<file path="config.mk">
export PLATFORM = sky130hd
export DESIGN_NAME = seg7_scan_ctrl
export DESIGN_NICKNAME = d
export VERILOG_FILES = /design/src/rtl/seg7_scan_ctrl.sv
export SDC_FILE = /design/constraint.sdc
export NUM_CORES = 1
export LEC_CHECK = 0
export ABC_AREA = 1
export CORE_UTILIZATION = 48
export CTS_BUF_LIST = sky130_fd_sc_hd__clkbuf_8
export DETAILED_ROUTE_END_ITERATION = 7
export MAX_ROUTING_LAYER = met4
export PLACE_DENSITY = 0.77
export SKIP_LAST_GASP = 1
export SYNTH_ARGS = -nofsm -noshare
export SYNTH_HDL_FRONTEND = slang
export SYNTH_SLANG_ARGS = --single-unit
</file>
<file path="constraint.sdc">
create_clock -name clk -period 2.3 [get_ports clk]
set_clock_uncertainty 0.1 [all_clocks]
set_input_delay 0.69 -clock clk [delete_from_list [all_inputs] [get_ports clk]]
set_output_delay 0.69 -clock clk [all_outputs]
set_load 0.01 [all_outputs]
</file>
<file path="src/rtl/seg7_scan_ctrl.sv">
// Eight-digit multiplexed 7-segment scan controller with a double-buffered digit store,
// frame-aligned commit and PWM brightness. Outputs are active-low.
module seg7_scan_ctrl #(
   parameter int unsigned SCAN_LOG2 = 13
) (
   input  logic       clk,
   input  logic       rst,
   input  logic       wr_en,
   input  logic [2:0] wr_addr,
   input  logic [3:0] wr_val,
   input  logic       wr_dp,
   input  logic       wr_blank,
   input  logic       commit,
   input  logic       bright_wr,
   input  logic [2:0] bright_val,
   input  logic       disp_on,
   output logic [7:0] en,
   output logic [7:0] dataout,
   output logic       commit_pending,
   output logic       frame_tick
);

   localparam int unsigned NDIG = 8;
   localparam int unsigned IDXW = 3;
   localparam int unsigned BRW  = 3;
   localparam int unsigned SEGW = 8;

   typedef struct packed {
      logic [3:0] val;
      logic       dp;
      logic       blank;
   } entry_t;

   localparam entry_t ENTRY_RST = '{val: 4'h0, dp: 1'b0, blank: 1'b1};

   logic [SCAN_LOG2-1:0] slot_cnt_q, slot_cnt_d;
   logic [IDXW-1:0]      digit_idx_q, digit_idx_d;
   logic [BRW-1:0]       bright_q, bright_d;
   logic                 pend_q, pend_d;
   logic                 tick_q, tick_d;
   logic [SEGW-1:0]      en_q, en_d;
   logic [SEGW-1:0]      dout_q, dout_d;
   entry_t [NDIG-1:0]    shadow_q, shadow_d;
   entry_t [NDIG-1:0]    active_q, active_d;

   logic   boundary_c;
   logic   lit_c;
   entry_t cur_c;

   // Segment pattern g..a, active-low, for a hex digit.
   function automatic logic [6:0] seg_decode(input logic [3:0] v);
      logic [6:0] s;
      case (v)
         4'h0: s = 7'h40;
         4'h1: s = 7'h79;
         4'h2: s = 7'h24;
         4'h3: s = 7'h30;
         4'h4: s = 7'h19;
         4'h5: s = 7'h12;
         4'h6: s = 7'h02;
         4'h7: s = 7'h78;
         4'h8: s = 7'h00;
         4'h9: s = 7'h10;
         4'hA: s = 7'h08;
         4'hB: s = 7'h03;
         4'hC: s = 7'h46;
         4'hD: s = 7'h21;
         4'hE: s = 7'h06;
         default: s = 7'h0E;
      endcase
      return s;
   endfunction

   // Scan counters, buffers, commit handshake and registered drive computation.
   always_comb begin
      slot_cnt_d  = slot_cnt_q + SCAN_LOG2'(1);
      digit_idx_d = digit_idx_q;
      shadow_d    = shadow_q;
      active_d    = active_q;
      pend_d      = pend_q;
      bright_d    = bright_q;
      en_d        = 8'hFF;
      dout_d      = 8'hFF;

      if (&slot_cnt_q) begin
         digit_idx_d = digit_idx_q + IDXW'(1);
      end
      boundary_c = (&slot_cnt_q) && (digit_idx_q == 3'd7);
      tick_d     = boundary_c;

      // The copy uses pre-edge shadow, so a same-cycle write waits for the next commit.
      if (boundary_c && (pend_q || commit)) begin
         active_d = shadow_q;
      end

      if (commit) begin
         pend_d = 1'b1;
      end
      if (boundary_c) begin
         pend_d = 1'b0;
      end

      if (wr_en) begin
         shadow_d[wr_addr] = '{val: wr_val, dp: wr_dp, blank: wr_blank};
      end

      if (bright_wr) begin
         bright_d = bright_val;
      end

      cur_c = active_q[digit_idx_q];
      lit_c = slot_cnt_q[SCAN_LOG2-1 -: 3] <= bright_q;

      if (disp_on && lit_c && !cur_c.blank) begin
         en_d   = ~(8'b1 << digit_idx_q);
         dout_d = {~cur_c.dp, seg_decode(cur_c.val)};
      end
   end

   always_ff @(posedge clk or negedge rst) begin
      if (!rst) begin
         slot_cnt_q  <= '0;
         digit_idx_q <= '0;
         bright_q    <= 3'd7;
         pend_q      <= 1'b0;
         tick_q      <= 1'b0;
         en_q        <= 8'hFF;
         dout_q      <= 8'hFF;
         for (int i = 0; i < NDIG; i++) begin
            shadow_q[i] <= ENTRY_RST;
            active_q[i] <= ENTRY_RST;
         end
      end else begin
         slot_cnt_q  <= slot_cnt_d;
         digit_idx_q <= digit_idx_d;
         bright_q    <= bright_d;
         pend_q      <= pend_d;
         tick_q      <= tick_d;
         en_q        <= en_d;
         dout_q      <= dout_d;
         shadow_q    <= shadow_d;
         active_q    <= active_d;
      end
   end

   assign en             = en_q;
   assign dataout        = dout_q;
   assign commit_pending = pend_q;
   assign frame_tick     = tick_q;

endmodule

</file>
==> flow_summary.yaml <==
clock_tree:
  post_cts_buffers: 0
  worst_setup_hold_path_clk_slew_ns: 0.08
  clkLatencyLatePin_ns: 0.45
  clock_tree.buffer_depth: 2
  root_buffer: "sky130_fd_sc_hd__clkbuf_8"
  clock_tree.htree_level_count: 4
  cts_num_sinks: 133
  cts_bufs_inserted: 17
  tritoncts: "yes"
  ctsHoldBuffers: 0
power:
  cell_internal_pwr_uw: 4070
  share_clk_of_total_power_pct: 43.3
  power_per_cell_area_nw_per_um2: 760
  reported_leakage_power_uw: 0.00332
  ir_drop_mv: 0.383
  combinationalPowerShare_pct: 7.1
  power.sequential.fraction_pct: 49.6
  sw_share_pct: 23.4
  power.net_switching_uw: 1250
global_routing:
  global_route.overflow_total: 0
  antenna_found_initial: 0
  via_count_of_the_first_global_routing_pass: 4334
  grt_pass1_wl_um: 21000
  grt_start_max_net_pins: 82
  gr-usage-all-layers_pct: 22.0
timing:
  fin_worst_hold_slack_ns: 0.0919
  period_utilisation_layout_pct: 98.5
  worst_margin_pin_slew_ns: 0.477
  report.final.slew_viol_count: 0
  max_freq_mhz: 441
  period_minus_slack_ns: 2.27
  unrepaired_setup_endpoints_after_global_routing: "false"
  timing_hold_violations_final: 0
  totalNegativeSetupSlack_ns: 0
  finalSetupViolations: 0
  maxSlewHeadroom_pct: 68.2
placement:
  gp_congestion: 0.912
  port_buffers: 35
  dp.final_hpwl_um: 8410
setup_path:
  endpoint_kind: "output pin"
  critPathSlowestCell: "sky130_fd_sc_hd__clkdlybuf4s50_1"
  critPathLaunchType: "flip-flop"
  worst_setup_path_startpoint: "dataout[2]$_DFF_PN1_"
  crit_fanout: 1
  critical_path.n_buffers_inverters: 1
  delay_of_the_slowest_cell_on_the_worst_path_ns: 0.52
  crit_required_ns: 1.51
  crit_type: "flip-flop to output pin"
  crit-reg2reg-launch: "digit_idx_q[0]$_DFFE_PN0P_"
  list_of_cells_traversed_by_the_critical_path: "clkdlybuf4s50_1"
  timing.critical_path.arrival_ns: 1.48
  cp_top_family: "buffers and inverters"
routing:
  first_iter_violations: 322
  drt.antenna.violating_nets: 0
  drt-total-wl_um: 12400
  firstDrtPassIters: 5
  drt_drc: 0
  wl_per_cell_um: 13.8
  post_drt_via_cell_ratio: 5.02
  via_count: 4512
synthesis:
  yosys_register_bits: 133
  netlist_instances: 675
  synth.yosys.warnings: 0
  post_synthesis_mean_instance_area_um2: 8.81
  netlist_area_um2: 5950
  yosys.cell_types.count: 28
  syn-num-nets: 709
  synth.yosys.seq_area_share_pct: 56.7
status:
  run_status: "completed"
die:
  fp.dieW_um: 113
  design.portCount: 36
  rows: 40
  fp.dieArea_um2: 12800
  coreArea_um2: 12100
  die_height_um: 113
  initial_utilization_pct: 49.3
layout:
  final_common_cell: "sky130_fd_sc_hd__nand2_1"
  antenna_diode_count: 0
  layout-area-overhead-vs-synth_pct: 17.7
  mostFrequentLayoutCells: "sky130_fd_sc_hd__nand2_1 (211), sky130_fd_sc_hd__dfrtp_1 (98), sky130_fd_sc_hd__inv_1 (96)"
  drive_gt1_share_pct: 12.9
  finalNetCount: 752
run:
  max_cap_viol_count: 0
worst_hold_path:
  hold_path_class: "input port to asynchronous set/reset pin"
-- worst paths after layout --
check | slack, ns | to | cells past startpoint
hold / removal | 0.09 | active_q[11]$_DFFE_PN0P_ | 1
setup reg to reg | 0.23 | dataout[1]$_DFF_PN1_ | 11
min in group clk | 0.36 | slot_cnt_q[0]$_DFF_PN0_ | 1
setup / recovery | 0.03 | dataout[2] | 1
hold reg to reg | 0.36 | slot_cnt_q[0]$_DFF_PN0_ | 1
max in group asynchronous | 1.28 | shadow_q[21]$_DFFE_PN0P_ | 2
-- Yosys cell counts, drive strengths merged --
master | n | share of area (%)
ha | 16 | 3.4
nand3b | 1 | 0.13
a21oi | 3 | 0.25
nand4 | 2 | 0.46
xor2 | 9 | 1.3
o21ai | 103 | 8.7
a32o | 2 | 0.34
clkbuf | 12 | 0.76
nor3 | 4 | 0.42
mux2 | 1 | 0.19
nand3 | 44 | 3.9
o211ai | 2 | 0.25
buf | 14 | 1.8
dfrtp | 98 | 41
nor2 | 16 | 1.4
dfstp | 35 | 15
xnor2 | 3 | 0.44
inv | 98 | 6.2
nand2 | 212 | 13
-- layout make-up --
class                   count  area (um^2)
multi-input cells         418         2050
fillers                  1015         5060
clock buffers              20          275
inverters                  98          368
flip-flops and latches    133         3370
well taps                 168          210
repair buffers             50          520
clock inverters            12          200
-- cell families after synthesis --
kind of cell / share of synthesized area [%]
AOI/OAI and AO/OA: 9.51
muxes: 0.189
buffers and inverters: 8.77
and+or+nand+nor: 19.7
adders and majority gates: 3.37
DFF: 56.7
xor gates and xnor gates: 1.77
-- flip-flops by register name, summed over array words and instances (netlist names) --
| register | count |
|---|---|
| active_q | 48 |
| slot_cnt_q | 13 |
| digit_idx_q | 3 |
| dataout | 8 |
| shadow_q | 48 |
| en | 8 |
| frame_tick | 1 |
| bright_q | 3 |
| commit_pending | 1 |
-- power by group through the flow --
stage | Clock, uW | Combinational (uW) | Sequential, uW
3_3_place_gp | 0 | 369 | 2670
6_report | 2300 | 379 | 2640
3_5_place_dp | 0 | 385 | 2680
2_1_floorplan | 0 | 206 | 2650
5_1_grt | 2430 | 444 | 2660
4_1_cts | 2320 | 389 | 2640
-- metrics by stage --
step / total power [uW] / cells / util, % / setup WS, ns / instance area (um^2)
6_report: 5320 / 899 / 58.0 / 0.0348 / 7000
5_1_grt: 5530 / 899 / 58.0 / 0.00132 / 7000
2_1_floorplan: 2860 / 675 / - / 0.332 / 5950
4_1_cts: 5350 / 899 / 57.8 / 0.000710 / 6970
3_3_place_gp: 3040 / 867 / 53.9 / 0.140 / 6500
3_5_place_dp: 3060 / 867 / 53.9 / 0.0982 / 6500
-- routing by layer --
metal,vias up,GRT usage (%),wire length (um)
li1,2194,-,-
met1,2181,28.3,5480
met2,118,34.2,6060
met3,19,4.39,610
met4,0,9.04,227
met5,-,-,0
-- timing repair --
| action | 4_1_cts | 5_1_grt |
|---|---|---|
| pin swaps | 0 | 0 |
| gates resized for setup | 4 | 11 |
| endpoints found under the setup margin | 4 | 11 |
(Power assumes the default switching activity.)
